--- src/rtl/serial_adder_if.sv ---
// Operand/result bundle for serial_adder_ctrl.
// The ovf signal exists only when SERIAL_ADDER_OVF_EN is defined.
interface serial_adder_if #(
  parameter int unsigned WIDTH = 8
);
  logic             start;
  logic [WIDTH-1:0] a;
  logic [WIDTH-1:0] b;
  logic             c_in;
  logic             busy;
  logic             done;
  logic [WIDTH-1:0] sum;
  logic             c_out;
`ifdef SERIAL_ADDER_OVF_EN
  logic             ovf;

  modport master (
    output start, a, b, c_in,
    input  busy, done, sum, c_out, ovf
  );
  modport slave (
    input  start, a, b, c_in,
    output busy, done, sum, c_out, ovf
  );
`else
  modport master (
    output start, a, b, c_in,
    input  busy, done, sum, c_out
  );
  modport slave (
    input  start, a, b, c_in,
    output busy, done, sum, c_out
  );
`endif
endinterface

--- src/rtl/serial_adder_ctrl.sv ---
// Bit-serial adder: one full-adder cell stepped LSB-first over WIDTH cycles.
// Optional signed-overflow output enabled by SERIAL_ADDER_OVF_EN.
module serial_adder_ctrl #(
  parameter int unsigned WIDTH = 8
) (
  input logic           clk,
  input logic           rst,
  serial_adder_if.slave sa
);
  localparam int unsigned CntW = $clog2(WIDTH);

  typedef enum logic [1:0] {StIdle, StAdd, StDone} state_e;

  state_e           state_q, state_d;
  logic [CntW-1:0]  cnt_q, cnt_d;
  logic [WIDTH-1:0] a_q, a_d, b_q, b_d;
  logic [WIDTH-1:0] psum_q, psum_d, sum_q, sum_d;
  logic             carry_q, carry_d, cout_q, cout_d;
  logic             bit_s, bit_c;

  assign bit_s = a_q[0] ^ b_q[0] ^ carry_q;
  assign bit_c = (a_q[0] & b_q[0]) | (a_q[0] & carry_q) | (b_q[0] & carry_q);

`ifdef SERIAL_ADDER_OVF_EN
  logic ovf_q, ovf_d;
  assign sa.ovf = ovf_q;
`endif

  always_comb begin
    state_d = state_q;
    cnt_d   = cnt_q;
    a_d     = a_q;
    b_d     = b_q;
    psum_d  = psum_q;
    sum_d   = sum_q;
    carry_d = carry_q;
    cout_d  = cout_q;
`ifdef SERIAL_ADDER_OVF_EN
    ovf_d   = ovf_q;
`endif
    case (state_q)
      StIdle: begin
        if (sa.start) begin
          a_d     = sa.a;
          b_d     = sa.b;
          carry_d = sa.c_in;
          cnt_d   = '0;
          state_d = StAdd;
        end
      end
      StAdd: begin
        a_d     = a_q >> 1;
        b_d     = b_q >> 1;
        psum_d  = {bit_s, psum_q[WIDTH-1:1]};
        carry_d = bit_c;
        cnt_d   = cnt_q + CntW'(1);
        if (cnt_q == CntW'(WIDTH - 1)) begin
          state_d = StDone;
          sum_d   = psum_d;
          cout_d  = bit_c;
`ifdef SERIAL_ADDER_OVF_EN
          // On the MSB step carry_q is the carry into the MSB.
          ovf_d   = carry_q ^ bit_c;
`endif
        end
      end
      StDone:  state_d = StIdle;
      default: state_d = StIdle;
    endcase
  end

  always_ff @(posedge clk) begin
    if (rst) begin
      state_q <= StIdle;
      cnt_q   <= '0;
      a_q     <= '0;
      b_q     <= '0;
      psum_q  <= '0;
      sum_q   <= '0;
      carry_q <= 1'b0;
      cout_q  <= 1'b0;
`ifdef SERIAL_ADDER_OVF_EN
      ovf_q   <= 1'b0;
`endif
    end else begin
      state_q <= state_d;
      cnt_q   <= cnt_d;
      a_q     <= a_d;
      b_q     <= b_d;
      psum_q  <= psum_d;
      sum_q   <= sum_d;
      carry_q <= carry_d;
      cout_q  <= cout_d;
`ifdef SERIAL_ADDER_OVF_EN
      ovf_q   <= ovf_d;
`endif
    end
  end

  assign sa.busy  = (state_q == StAdd);
  assign sa.done  = (state_q == StDone);
  assign sa.sum   = sum_q;
  assign sa.c_out = cout_q;
endmodule

--- src/flat_wrapper.sv ---
// flat-port wrapper written by rule: the top's interface ports become plain ports
module serial_adder_ctrl_flat 
#(
  parameter int unsigned WIDTH = 8
)
  (clk, rst, sa_start, sa_a, sa_b, sa_c_in, sa_busy, sa_done, sa_sum, sa_c_out);
  serial_adder_if #(.WIDTH(WIDTH)) sa_i ();
  input logic clk;
  input logic rst;
  input wire logic [$bits(sa_i.start)-1:0] sa_start;
  input wire logic [$bits(sa_i.a)-1:0] sa_a;
  input wire logic [$bits(sa_i.b)-1:0] sa_b;
  input wire logic [$bits(sa_i.c_in)-1:0] sa_c_in;
  output wire logic [$bits(sa_i.busy)-1:0] sa_busy;
  output wire logic [$bits(sa_i.done)-1:0] sa_done;
  output wire logic [$bits(sa_i.sum)-1:0] sa_sum;
  output wire logic [$bits(sa_i.c_out)-1:0] sa_c_out;
  assign sa_i.start = sa_start;
  assign sa_i.a = sa_a;
  assign sa_i.b = sa_b;
  assign sa_i.c_in = sa_c_in;
  assign sa_busy = sa_i.busy;
  assign sa_done = sa_i.done;
  assign sa_sum = sa_i.sum;
  assign sa_c_out = sa_i.c_out;
  serial_adder_ctrl #(.WIDTH(WIDTH)) u_core (.clk(clk), .rst(rst), .sa(sa_i));
endmodule
--- config.mk ---
export PLATFORM = sky130hd
export DESIGN_NAME = serial_adder_ctrl_flat
export DESIGN_NICKNAME = d
export VERILOG_FILES = /design/src/rtl/serial_adder_if.sv /design/src/rtl/serial_adder_ctrl.sv /design/src/flat_wrapper.sv
export SDC_FILE = /design/constraint.sdc
export NUM_CORES = 1
export LEC_CHECK = 0
export ABC_AREA = 0
export ABC_CLOCK_PERIOD_IN_PS = 2600
export BUFFER_PORTS_ARGS = -buffer_cell sky130_fd_sc_hd__buf_4
export CAP_MARGIN = 25
export CELL_PAD_IN_SITES_DETAIL_PLACEMENT = 1
export CELL_PAD_IN_SITES_GLOBAL_PLACEMENT = 2
export CORE_MARGIN = 3
export CORE_UTILIZATION = 36
export DETAILED_ROUTE_END_ITERATION = 7
export HOLD_SLACK_MARGIN = 0.15
export PLACE_DENSITY_LB_ADDON = 0.1
export SETUP_SLACK_MARGIN = 0.5
export SYNTH_ARGS = -nofsm -noshare
export SYNTH_HDL_FRONTEND = slang
export SYNTH_SLANG_ARGS = --single-unit
--- constraint.sdc ---
create_clock -name clk -period 2.6 [get_ports clk]
set_input_delay 0.39 -clock clk [delete_from_list [all_inputs] [get_ports clk]]
set_output_delay 0.39 -clock clk [all_outputs]
set_load 0.005 [all_outputs]
# Word level (Yosys, flattened, before mapping)
# Index checks and enable logic that the tools add are counted.
# classes
n_addsub	1
n_eq_ne	5
n_mux	11
bitwise	7
reduce_logical	5
# ops
operator	count
case mux 8 bit (2 select lines)	2
two-way mux 8 bit	2
case mux 3 bit (2 select lines)	1
AND reduction 2 bit	3
two-way mux 2 bit	2
case mux 2 bit (2 select lines)	1
adder 3 x 1 -> 3 bit (second input constant)	1
bitwise AND 1 bit	3
equality test 3 bit (second input constant)	1
two-way mux 3 bit	1
equality test 2 x 1 -> 1 bit (second input constant)	1
equality test 2 bit (second input constant)	1
logical NOT 2 bit	1
inequality test 2 x 1 -> 1 bit (second input constant)	1
inequality test 2 bit (second input constant)	1
OR 1 bit	2
case mux 1 bit (2 select lines)	1
nonzero test 2 bit	1
XOR 1 bit	2
two-way mux 1 bit	1
# totals
register_bits	39
input_bits	20
output_inout_bits	11
wordCells	37

# Longest topological paths before layout
# logic_depth
ltp_word	4
depth_mapped	7
ltp_nobuf	5

# Worst setup path after synthesis
# No wires, ideal clock.
# synth_path
path_kind	register to register
start	register u_core.cnt_q[0]
end	register u_core.sum_q[5], in the netlist u_core.sa.sum[5]
arrival_ps	1116
t_required_ps	2456
setup_slack_ps	1340
stages_incl_launch_ff	7
synth_period_minus_slack_ps	1260
path_cell_list	dfxtp_1 > ha_1 > ha_1 > and3b_1 > buf_2 > nand2_1 > a21oi_1
# synth_between
elab_chain_len	2
# synth_lines
element	line	source
start, declared	serial_adder_ctrl.sv:15	logic [CntW-1:0] cnt_q, cnt_d;
start signal, assigned	serial_adder_ctrl.sv:87	cnt_q <= cnt_d;
equality test 3 bit	serial_adder_ctrl.sv:57	if (cnt_q == CntW'(WIDTH - 1)) begin
AND reduction 2 bit (no source line)	-	
end signal, assigned	serial_adder_ctrl.sv:91	sum_q <= sum_d;
end, declared	serial_adder_ctrl.sv:17	logic [WIDTH-1:0] psum_q, psum_d, sum_q, sum_d;
# No other way between the ends.
# A chain may end at the register's enable or synchronous reset.

# Final worst setup path
# layout_path
start	register u_core.state_q[1]
end	output sa_busy
# layout_between
elab_chain_len	1
# layout_lines
element	line	source
start, declared	serial_adder_ctrl.sv:14	state_e state_q, state_d;
start signal, assigned	serial_adder_ctrl.sv:74	state_q <= StIdle;
start signal, assigned	serial_adder_ctrl.sv:86	state_q <= state_d;
equality test 2 x 1 -> 1 bit	serial_adder_ctrl.sv:100	assign sa.busy = (state_q == StAdd);
end, declared	flat_wrapper.sv:14	output wire logic [$bits(sa_i.busy)-1:0] sa_busy;
# No other way between the ends.

==> summary.md <==
| Metric | Value |
|---|---|
| Status | `finished, final reports clean` |
| Grt ovf | `0` |
| Crit path time final | `1.82 ns` |
| Hold Crit Class | `in2reg` |
| Postcts setup bufs | `0` |
| Number of routed nets with antenna violations | `0` |
| Final setup violation count | `0` |
| Initial antenna violation count | `0` |
| Vias/cell | `5.04` |
| Vias in the first global route | `1253` |
| H-Tree Depth | `2` |
| Worst-Margin Slew | `0.565 ns` |
| Crit. End Element | `primary output` |
| Synth warnings | `0` |
| Post-synth top area cell | `dfxtp_1` |
| Highest clock rate | `549 MHz` |
| Cell area after synthesis | `1700 um^2` |
| Synthesis-stage register bit count | `38` |
| Initial cell density of the core | `38.3%` |
| Die height | `74.8 um` |
| DP HPWL | `2.43 mm` |
| Die Width | `74.8 um` |
| Compound-gate portion of the synthesized area | `19.6%` |
| Multi-input gate area | `830 um^2` |
| Row cnt | `24` |
| Sink Count | `38` |
| Switching portion of total power | `a little under a quarter` |
| Max-slew headroom | `62.3%` |
| DR iter-0 viols | `66` |
| Simple-Gate Fraction of Synth Area | `17.1%` |
| Avg Cell Area, Syn | `9.89 um^2` |
| Startpoint class of the critical path | `register` |
| ANT cells | `0` |
| Core area | `4440 um^2` |
| RD Place Congestion | `0.717` |
| Logic pwr share | `11.6%` |
| Critical Setup Path Class | `reg2out` |
| DRT Pass-1 Iters | `4` |
| Num CTS Buffers | `5` |
| Post-CTS Hold Buffers | `0` |
| Pint | `0.962 mW` |
| Final net count | `219` |
| Via count | `1255` |
| Post-synthesis sequential area ratio | `44.7%` |
| Filler cell count | `510` |
| Top-area cell type share of the netlist area | `~45%` |
| Layout cells sized above 1 | `36.0%` |
| Critical Path RT | `2.21 ns` |
| Root buf cell | `clkbuf_8` |
| TNS Setup | `0 ns` |
| Post_cts resized | `0` |
| Critical path data arrival time | `1.43 ns` |
| Final core utilization | `45.1%` |
| Clock power frac | `a little under two fifths` |
| Hold Vio Cnt, Final | `0` |
| Largest family of logic cells by synthesized area | `compound AO/OA/AOI/OAI gates` |
| Synth cell types | `26` |
| CTS tree | `built` |
| Global-route usage over all layers | `13.9%` |
| IO Count | `31` |
| XOR/XNOR Fraction of Synth Area | `0%` |
| DR WL/cell | `13.9 um` |
| Slew Limit Fails | `0` |
| CTS clk-pin slew, worst paths | `0.08 ns` |
| Routed WL | `around 3.5 mm` |
| Reg power frac | `49.9%` |
| Largest net degree at the start of global routing | `39` |
| Leakage | `0.778 nW` |
| Peak VDD IR | `354 uV` |
| Die area | `5590 um^2` |
| Synth Area in Adders | `2.65%` |
| Worst-Skew Late Latency | `around 0.28 ns` |
| Setup WS post-layout | `0.779 ns` |
| Maxcap violations | `0` |
| Power after layout | `1.26 mW` |
| Unrepaired setup endpoints after global routing | `false` |
| Max clock buf depth | `2` |
| First-pass GRT wire length | `5.87 mm` |
| Power per cell area | `631 nW/um^2` |
| Place WS | `between 1 and 1.5 ns` |
| CP Max Fanout | `11` |
| Syn Inst Count | `172` |
| Post-synthesis mux area share | `about a tenth` |
| Top post-synthesis cells by area | `dfxtp_1 (45%), a211oi_2 (11%), mux2i_1 (9.4%), nand2_1 (7.1%), a21oi_1 (5.3%)` |
| Seq. cell area | `761 um^2` |
| Area Growth Syn to Fin | `17.8%` |
| Skew final | `0.00702 ns` |
| Port Buffers | `30` |
| Psw | `0.302 mW` |
| Worst hold margin | `0.406 ns` |
| Residual DRC count | `0` |
| Fin crit share | `a little over two thirds` |
| Syn_nets | `195` |
==> cell families after synthesis <==
group                      after synthesis
muxes                                   16
and+or+nand+nor                         59
DFF                                     38
AOI/OAI and AO/OA                       40
adders and majority gates                3
buffers and inverters                   16
==> placed cells by master, fill, tap and decap left out <==
cell / n
dfxtp_1: 38
nand2_1: 32
buf_4: 31
a21oi_1: 18
mux2i_1: 16
a211oi_2: 15
nor2_2: 14
nor2_1: 6
clkbuf_8: 5
nand4bb_1: 2
o21ai_0: 2
a22oi_1: 2
ha_1: 2
clkinv_2: 2
nand2b_1: 1
inv_2: 1
nor2b_1: 1
and3b_1: 1
nand3b_2: 1
o21bai_1: 1
o21ba_4: 1
a211oi_1: 1
inv_1: 1
nor3_1: 1
fa_1: 1
bufinv_16: 1
==> area by class of cell <==
cell class              count  area share, %
inverters                   2          0.375
well taps                  52           3.25
clock inverters             3           2.00
clock buffers               5           3.43
repair buffers             31           11.6
flip-flops and latches     38           38.0
multi-input cells         118           41.4
==> worst paths after layout <==
path / start / to / slack [ns] / depth (start not counted)
hold / removal: sa_a[7] / u_core.a_q[7]$_SDFFE_PP0P_ / 0.41 / 3
setup reg to reg: u_core.cnt_q[0]$_SDFFE_PP0P_ / u_core.sa.sum[7]$_SDFFE_PP0P_ / 1.15 / 5
setup / recovery: u_core.state_q[1]$_SDFFE_PP0P_ / sa_busy / 0.78 / 3
hold reg to reg: u_core.sa.sum[3]$_SDFFE_PP0P_ / u_core.sa.sum[3]$_SDFFE_PP0P_ / 0.46 / 2
==> metal layers <==
metal / part of all wire, % / up-vias / GRT usage (%)
li1: - / 633 / -
met1: 50 / 596 / 19.1
met2: 45 / 24 / 20.8
met3: 4.4 / 2 / 4.14
met4: 0.69 / 0 / 4.74
met5: 0 / - / 0
==> stage by stage <==
step / cell area [um^2] / std cells
5_1_grt: 2000 / 249
6_report: 2000 / 249
3_3_place_gp: 1900 / 241
3_5_place_dp: 1900 / 241
4_1_cts: 2000 / 249
2_1_floorplan: 1700 / 172
==> cell usage after synthesis (all sizes together) <==
| cell type | number |
|---|---|
| dfxtp | 38 |
| nand2 | 32 |
| nor2 | 20 |
| a21oi | 18 |
| a211oi | 16 |
| mux2i | 16 |
| buf | 11 |
| clkbuf | 3 |
| a22oi | 2 |
| ha | 2 |
| inv | 2 |
| nand4bb | 2 |
| o21ai | 2 |
| and3b | 1 |
| fa | 1 |
| nand2b | 1 |
| nand3b | 1 |
| nor2b | 1 |
| nor3 | 1 |
| o21ba | 1 |
| o21bai | 1 |
==> sequential cells by signal, summed over array words and instances, names as in the netlist <==
name             count
u_core.sa.c_out      1
u_core.psum_q        7
u_core.cnt_q         3
u_core.sa.sum        8
u_core.b_q           8
u_core.a_q           8
u_core.state_q       2
u_core.carry_q       1
==> power groups by stage <==
stage | combinational (mW) | clock [mW] | sequential (mW)
2_1_floorplan | 0.120 | 0 | 0.638
3_3_place_gp | 0.145 | 0 | 0.643
3_5_place_dp | 0.150 | 0 | 0.645
4_1_cts | 0.150 | 0.501 | 0.631
5_1_grt | 0.163 | 0.529 | 0.635
6_report | 0.147 | 0.486 | 0.631
==> worst max-delay path, stage by stage (launching register included) <==
cell and delay, ns:
dfxtp_1 0.48, nand2b_1 0.33, inv_2 0.17, buf_4 0.17
No activity file was read; power rests on OpenSTA's default activity.
